$ cat config.mk
export PLATFORM = sky130hd
export DESIGN_NAME = rv32i_regfile_sb
export DESIGN_NICKNAME = d
export VERILOG_FILES = /design/src/rtl/rv32i_regfile_sb.sv
export SDC_FILE = /design/constraint.sdc
export NUM_CORES = 2
export LEC_CHECK = 0
export ABC_AREA = 1
export CAP_MARGIN = 10
export CORE_UTILIZATION = 30
export CTS_CLUSTER_SIZE = 25
export DETAILED_ROUTE_END_ITERATION = 8
export DONT_BUFFER_PORTS = 1
export PLACE_DENSITY = 0.5
export REMOVE_ABC_BUFFERS = 1
export SETUP_SLACK_MARGIN = 0.1
export SYNTH_ARGS = -nofsm -noshare
export SYNTH_HDL_FRONTEND = slang
export SYNTH_SLANG_ARGS = --single-unit
$ cat constraint.sdc
create_clock -name clk -period 2.6 [get_ports clk]
set_input_delay 0.13 -clock clk [delete_from_list [all_inputs] [get_ports clk]]
set_output_delay 0.13 -clock clk [all_outputs]
set_load 0.02 [all_outputs]
$ cat src/rtl/rv32i_regfile_sb.sv
// RV32I architectural register file with a per-register pending-write scoreboard.
// Optional write-first forwarding on the read ports when REGFILE_BYPASS_EN is defined.
module rv32i_regfile_sb #(
    parameter int unsigned PEND_W = 3
) (
    input  logic        clk,
    input  logic        reset,
    input  logic        wb_en,
    input  logic [4:0]  wb_reg,
    input  logic [31:0] wb_data,
    input  logic [4:0]  rs1_reg,
    input  logic [4:0]  rs2_reg,
    input  logic        rs1_used,
    input  logic        rs2_used,
    input  logic        issue_en,
    input  logic [4:0]  issue_reg,
    input  logic        flush,
    output logic [31:0] rs1_data,
    output logic [31:0] rs2_data,
    output logic        rs1_busy,
    output logic        rs2_busy,
    output logic        stall,
    output logic        sb_full
);

    localparam logic [PEND_W-1:0] PendMax = '1;

    logic [31:0]       regs_q [1:31];
    logic [PEND_W-1:0] pend_q [1:31];
    logic [PEND_W-1:0] pend_d [1:31];

    logic [4:0]        rs_reg   [2];
    logic [31:0]       rs_data  [2];
    logic              rs_busy  [2];
    logic [PEND_W-1:0] eff_pend [2];

    logic wb_hit;
    logic issue_ok;
    logic dec_ok;

    assign rs_reg[0] = rs1_reg;
    assign rs_reg[1] = rs2_reg;

    // Qualified by reset so forwarding cannot leak wb_data while reset is held.
    assign wb_hit = reset && wb_en && (wb_reg != 5'd0);

    always_comb begin
        for (int p = 0; p < 2; p++) begin
            rs_data[p]  = '0;
            rs_busy[p]  = 1'b0;
            eff_pend[p] = '0;
            if (rs_reg[p] != 5'd0) begin
                rs_data[p]  = regs_q[rs_reg[p]];
                eff_pend[p] = pend_q[rs_reg[p]];
`ifdef REGFILE_BYPASS_EN
                // A retiring write releases its own hazard in the same cycle.
                if (wb_hit && (wb_reg == rs_reg[p])) begin
                    rs_data[p] = wb_data;
                    if (eff_pend[p] != '0) begin
                        eff_pend[p] = eff_pend[p] - 1'b1;
                    end
                end
`endif
                rs_busy[p] = (eff_pend[p] != '0);
            end
        end
    end

    assign rs1_data = rs_data[0];
    assign rs2_data = rs_data[1];
    assign rs1_busy = rs_busy[0];
    assign rs2_busy = rs_busy[1];

    always_comb begin
        sb_full = 1'b0;
        if (issue_reg != 5'd0) begin
            sb_full = (pend_q[issue_reg] == PendMax);
        end
    end

    assign stall    = (rs1_used && rs1_busy) || (rs2_used && rs2_busy) || sb_full;
    assign issue_ok = issue_en && (issue_reg != 5'd0) && !stall;

    always_comb begin
        dec_ok = 1'b0;
        if (wb_en && (wb_reg != 5'd0)) begin
            dec_ok = (pend_q[wb_reg] != '0);
        end
    end

    always_comb begin
        for (int r = 1; r < 32; r++) begin
            pend_d[r] = pend_q[r];
            if (flush) begin
                pend_d[r] = '0;
            end else if (issue_ok && (issue_reg == 5'(r)) && !(dec_ok && (wb_reg == 5'(r)))) begin
                pend_d[r] = pend_q[r] + 1'b1;
            end else if (dec_ok && (wb_reg == 5'(r)) && !(issue_ok && (issue_reg == 5'(r)))) begin
                pend_d[r] = pend_q[r] - 1'b1;
            end
        end
    end

    always_ff @(posedge clk or negedge reset) begin
        if (!reset) begin
            for (int r = 1; r < 32; r++) begin
                regs_q[r] <= '0;
                pend_q[r] <= '0;
            end
        end else begin
            if (wb_en && (wb_reg != 5'd0)) begin
                regs_q[wb_reg] <= wb_data;
            end
            for (int r = 1; r < 32; r++) begin
                pend_q[r] <= pend_d[r];
            end
        end
    end

endmodule

==> flow_summary_export.csv <==
group,metric,value,unit
outcome,status,"complete, but fails checks",
outcome,violations,"hold timing, setup timing",
setup_path,reg2reg_to,"pend_q[16]",
route,drc,0,
hold_path,holdPathEnd,"pend_q[40]",
cts,path_clk_slew,0.06,ns
setup_path,timing.rr.start,"pend_q[37]",
timing,setup_tns,-10.98,ns
synth,syn_inst,7693,
cells_and_area,fill_cells,20300,
synth,yosysWarningCount,0,
cts,clock_latency,0.80,ns
floorplanning,placementRows,162,
timing,max_freq,0.335,GHz
synth,synthFlopType,"dfrtp_1",
hold_path,whs_path_depth,3,
floorplanning,die_area,198000,sq um
cts,numCtsBuffers,133,
synth,avgSynthCellArea,7.66,sq um
synth,yosysTopAreaCell,"dfrtp_1",
timing,relSlewSlack,0.171,
synth,async_flop_share,1.00,
floorplanning,die_h,445,um
timing,setup_viol,92,
timing,hold_violations,383,
run,maxCapViolCount,0,
route,drtAntennaViolNets,0,
cts,cts_hold_buffers,50,
timing,skew,0.0336,ns
route,routed_via_density,5.70,
timing,hold_ws,-0.448,ns
cells_and_area,drive_gt1_frac,0.157,
power_and_ir_drop,peakVddDrop,0.614,mV
floorplanning,start_util,0.302,
route,routed_wl,267000,um
global_routing,antenna_found_initial,11,
timing,min_period,2.98,ns
cts,htreeDepth,4,
setup_path,reg2reg_slack,-0.23,ns
cts,cts-root-buf,"clkbuf_16",
setup_path,crit_path_max_fanout,353,
synth,yosysTopAreaCellShare,0.461,
setup_path,critPathLaunchType,"primary input",
synth,seq_area_frac_synth,0.461,
floorplanning,die_x,445,um
global_routing,grt_max_degree,354,
setup_path,endpoint_kind,"output pin",
timing,tightest_slew,1.24,ns
setup_path,cp.required,2.47,ns
place,hpwlAfterDp,149000,um
power_and_ir_drop,power_density,725,nW/um^2
timing,post-route-period-util,1.15,
synth,synth-edff-count,0,
synth,synth_area,58900,sq um
place,gp_congestion,0.913,
cts,clock-sinks,1085,
hold_path,hp-start,"flush",
timing,rsz0062_at_grt,"true",
floorplanning,placeableCoreArea,195000,sq um
cts,cts_tree,"built",
global_routing,first_global_vias,57100,
setup_path,rr_worst_depth,21,
hold_path,min_path_type,"in -> reg",
place,pre_cts_slack,-0.493,ns
route,wl_per_cell,25.3,um
place,placedCellCount,10200,
setup_path,worstSetupPathType,"in -> out",
cells_and_area,finalNonFillerCells,10500,
synth,synthTopCellsByArea,"dfrtp_1 (46%), o21ai_0 (13%), nand2_1 (11%), clkbuf_1 (3.7%), a21oi_1 (3.3%)",
route,vias,60100,
place,portBuffers,0,
cells_and_area,fin_nets,7894,
route,drt-initial-drc-count,7536,
timing,setup_ws,-0.381,ns
global_routing,grt_overflow_total,0,
setup_path,worstPathArrival,2.85,ns
floorplanning,ios,127,
route,firstDrtPassIters,8,
synth,synth_seq_cells,1085,
global_routing,grt_usage,0.262,
synth,synth.distinct_cells,46,
power_and_ir_drop,p_leak,32.0,nW
cts,clockBufferDepth,3,
cells_and_area,syn2layout_area_growth,23.3,%
timing,slew_viol_final,0,
global_routing,grt_pass1_wl,391000,um
[layout by cell type, fill, tap and decap left out, types with 17 or more instances in the layout]
cell type,n
inv_2,52
o22ai_1,195
clkinv_2,17
nand2_2,48
nor3_1,108
o21ai_1,81
a221oi_1,49
buf_4,429
o21ai_0,1462
dfrtp_1,1085
o31ai_1,18
nand3_4,17
nand3_1,223
a211oi_2,18
buf_12,96
buf_6,55
dlygate4sd3_1,41
clkbuf_8,37
nor2_1,485
nand2_1,1705
nor2_2,24
o221ai_1,97
buf_16,18
nand4_1,75
a21oi_2,39
fa_2,26
clkbuf_1,29
clkbuf_16,141
o311ai_0,43
nand3_2,45
inv_1,343
a22oi_1,90
a21oi_1,349
nand2_4,30
o211ai_1,125
[final cells by class]
cell class / instances / area [sq um] / share of cell area
sequential: 1085 / 27200 / 0.374
antenna: 6 / 15.0 / 0.000207
timing repair inverter: 1 / 8.76 / 0.000121
inverter: 410 / 1600 / 0.0220
tap: 2624 / 3280 / 0.0452
timing repair buffer: 646 / 6840 / 0.0941
clock buffer: 204 / 4070 / 0.0560
clock inverter: 33 / 419 / 0.00577
multi-input combinational: 5527 / 29300 / 0.403
[how the worst max path moves through the flow]
| stage | start | endpoint | slack [ns] | depth (start not counted) |
|---|---|---|---|---|
| 6_report | rs1_reg[0] | rs1_data[11] | -0.38 | 12 |
| 5_1_grt | pend_q[70] | pend_q[49] | -0.42 | 19 |
| 4_1_cts | pend_q[37] | pend_q[41] | -0.17 | 24 |
| 3_5_place_dp | pend_q[39] | pend_q[68] | -0.49 | 20 |
| 3_3_place_gp | rs1_reg[0] | pend_q[26] | -0.59 | 23 |
| 2_1_floorplan | rs1_reg[0] | pend_q[41] | -4.29 | 23 |
[sequential cells by signal, indices dropped and copies added, names as in the netlist]
signal / count
regs_q: 992
pend_q: 93
[critical path: stages]
cell and delay [ns]:
inv_8 0.26, nor2_4 0.09, clkinv_2 0.09, buf_4 0.14
buf_4 0.52, o22ai_1 0.21, a211oi_2 0.19, nor3_1 0.09
nor4_2 0.29, a21oi_1 0.12, buf_4 0.18, buf_4 0.16
[per-stage QoR]
stage	util	hold WS [ns]	total power, W	cell area (sq um)
after CTS	0.366	-0.528	0.0523	71400
after floorplan	-	-0.166	0.0281	56300
after global routing	0.373	-0.514	0.0552	72700
final	0.373	-0.448	0.0527	72700
after global placement	0.334	-0.160	0.0320	65200
after detailed placement	0.334	-0.160	0.0323	65200
[cell usage after synthesis (2+ instances only)]
cell,n
nand2_1,1778
o21ai_0,1507
dfrtp_1,1085
clkbuf_1,587
nor2_1,505
a21oi_1,394
inv_1,385
nand3_1,280
o22ai_1,197
o211ai_1,125
nor3_1,118
o221ai_1,98
a22oi_1,90
nand4_1,75
a221oi_1,60
o311ai_0,57
o21ai_1,47
buf_1,39
a211oi_1,32
fa_1,31
buf_2,25
inv_2,21
nor4_1,21
o31ai_1,19
xnor2_1,14
buf_4,13
nand4_2,13
a31oi_1,11
buf_6,7
nor2_2,7
nor2_4,7
o21bai_4,7
a311oi_1,5
nand3_2,5
a2111oi_0,4
a32oi_1,4
nand2_2,4
a22o_1,3
clkinv_1,2
inv_4,2
nand2_4,2
o21bai_2,2
or2_2,2
[layer usage]
metal / GRT usage / up-vias / share of wire
met5: 0 / - / 0.00017
met4: 0.105 / 8 / 0.041
met3: 0.0467 / 604 / 0.090
met2: 0.403 / 3160 / 0.44
met1: 0.362 / 29500 / 0.43
li1: - / 26800 / -
[timing repair]
action,in CTS,in global routing
pin swaps,78,128
hold endpoints to repair,984,226
setup buffers,28,29
gates resized for setup,232,259
cloned,4,3
endpoints found under the setup margin,146,137
[where the power goes]
part / leakage (nW) / internal, W / switching (W)
clock network: 2.21 / 0.0115 / 0.00792
logic: 15.6 / 0.00449 / 0.00639
registers: 14.1 / 0.0200 / 0.00239
total: 32.0 / 0.0360 / 0.0167
[kinds of logic after synthesis]
kind of cell | after synthesis | share of synthesized area
xor gates and xnor gates | 14 | 0.00208
buffers and inverters | 1081 | 0.0712
adders and majority gates | 31 | 0.0105
AOI/OAI and AO/OA | 2663 | 0.259
DFF | 1085 | 0.461
and+or+nand+nor | 2819 | 0.197
Note: power is estimated with default switching activity, not from simulation.
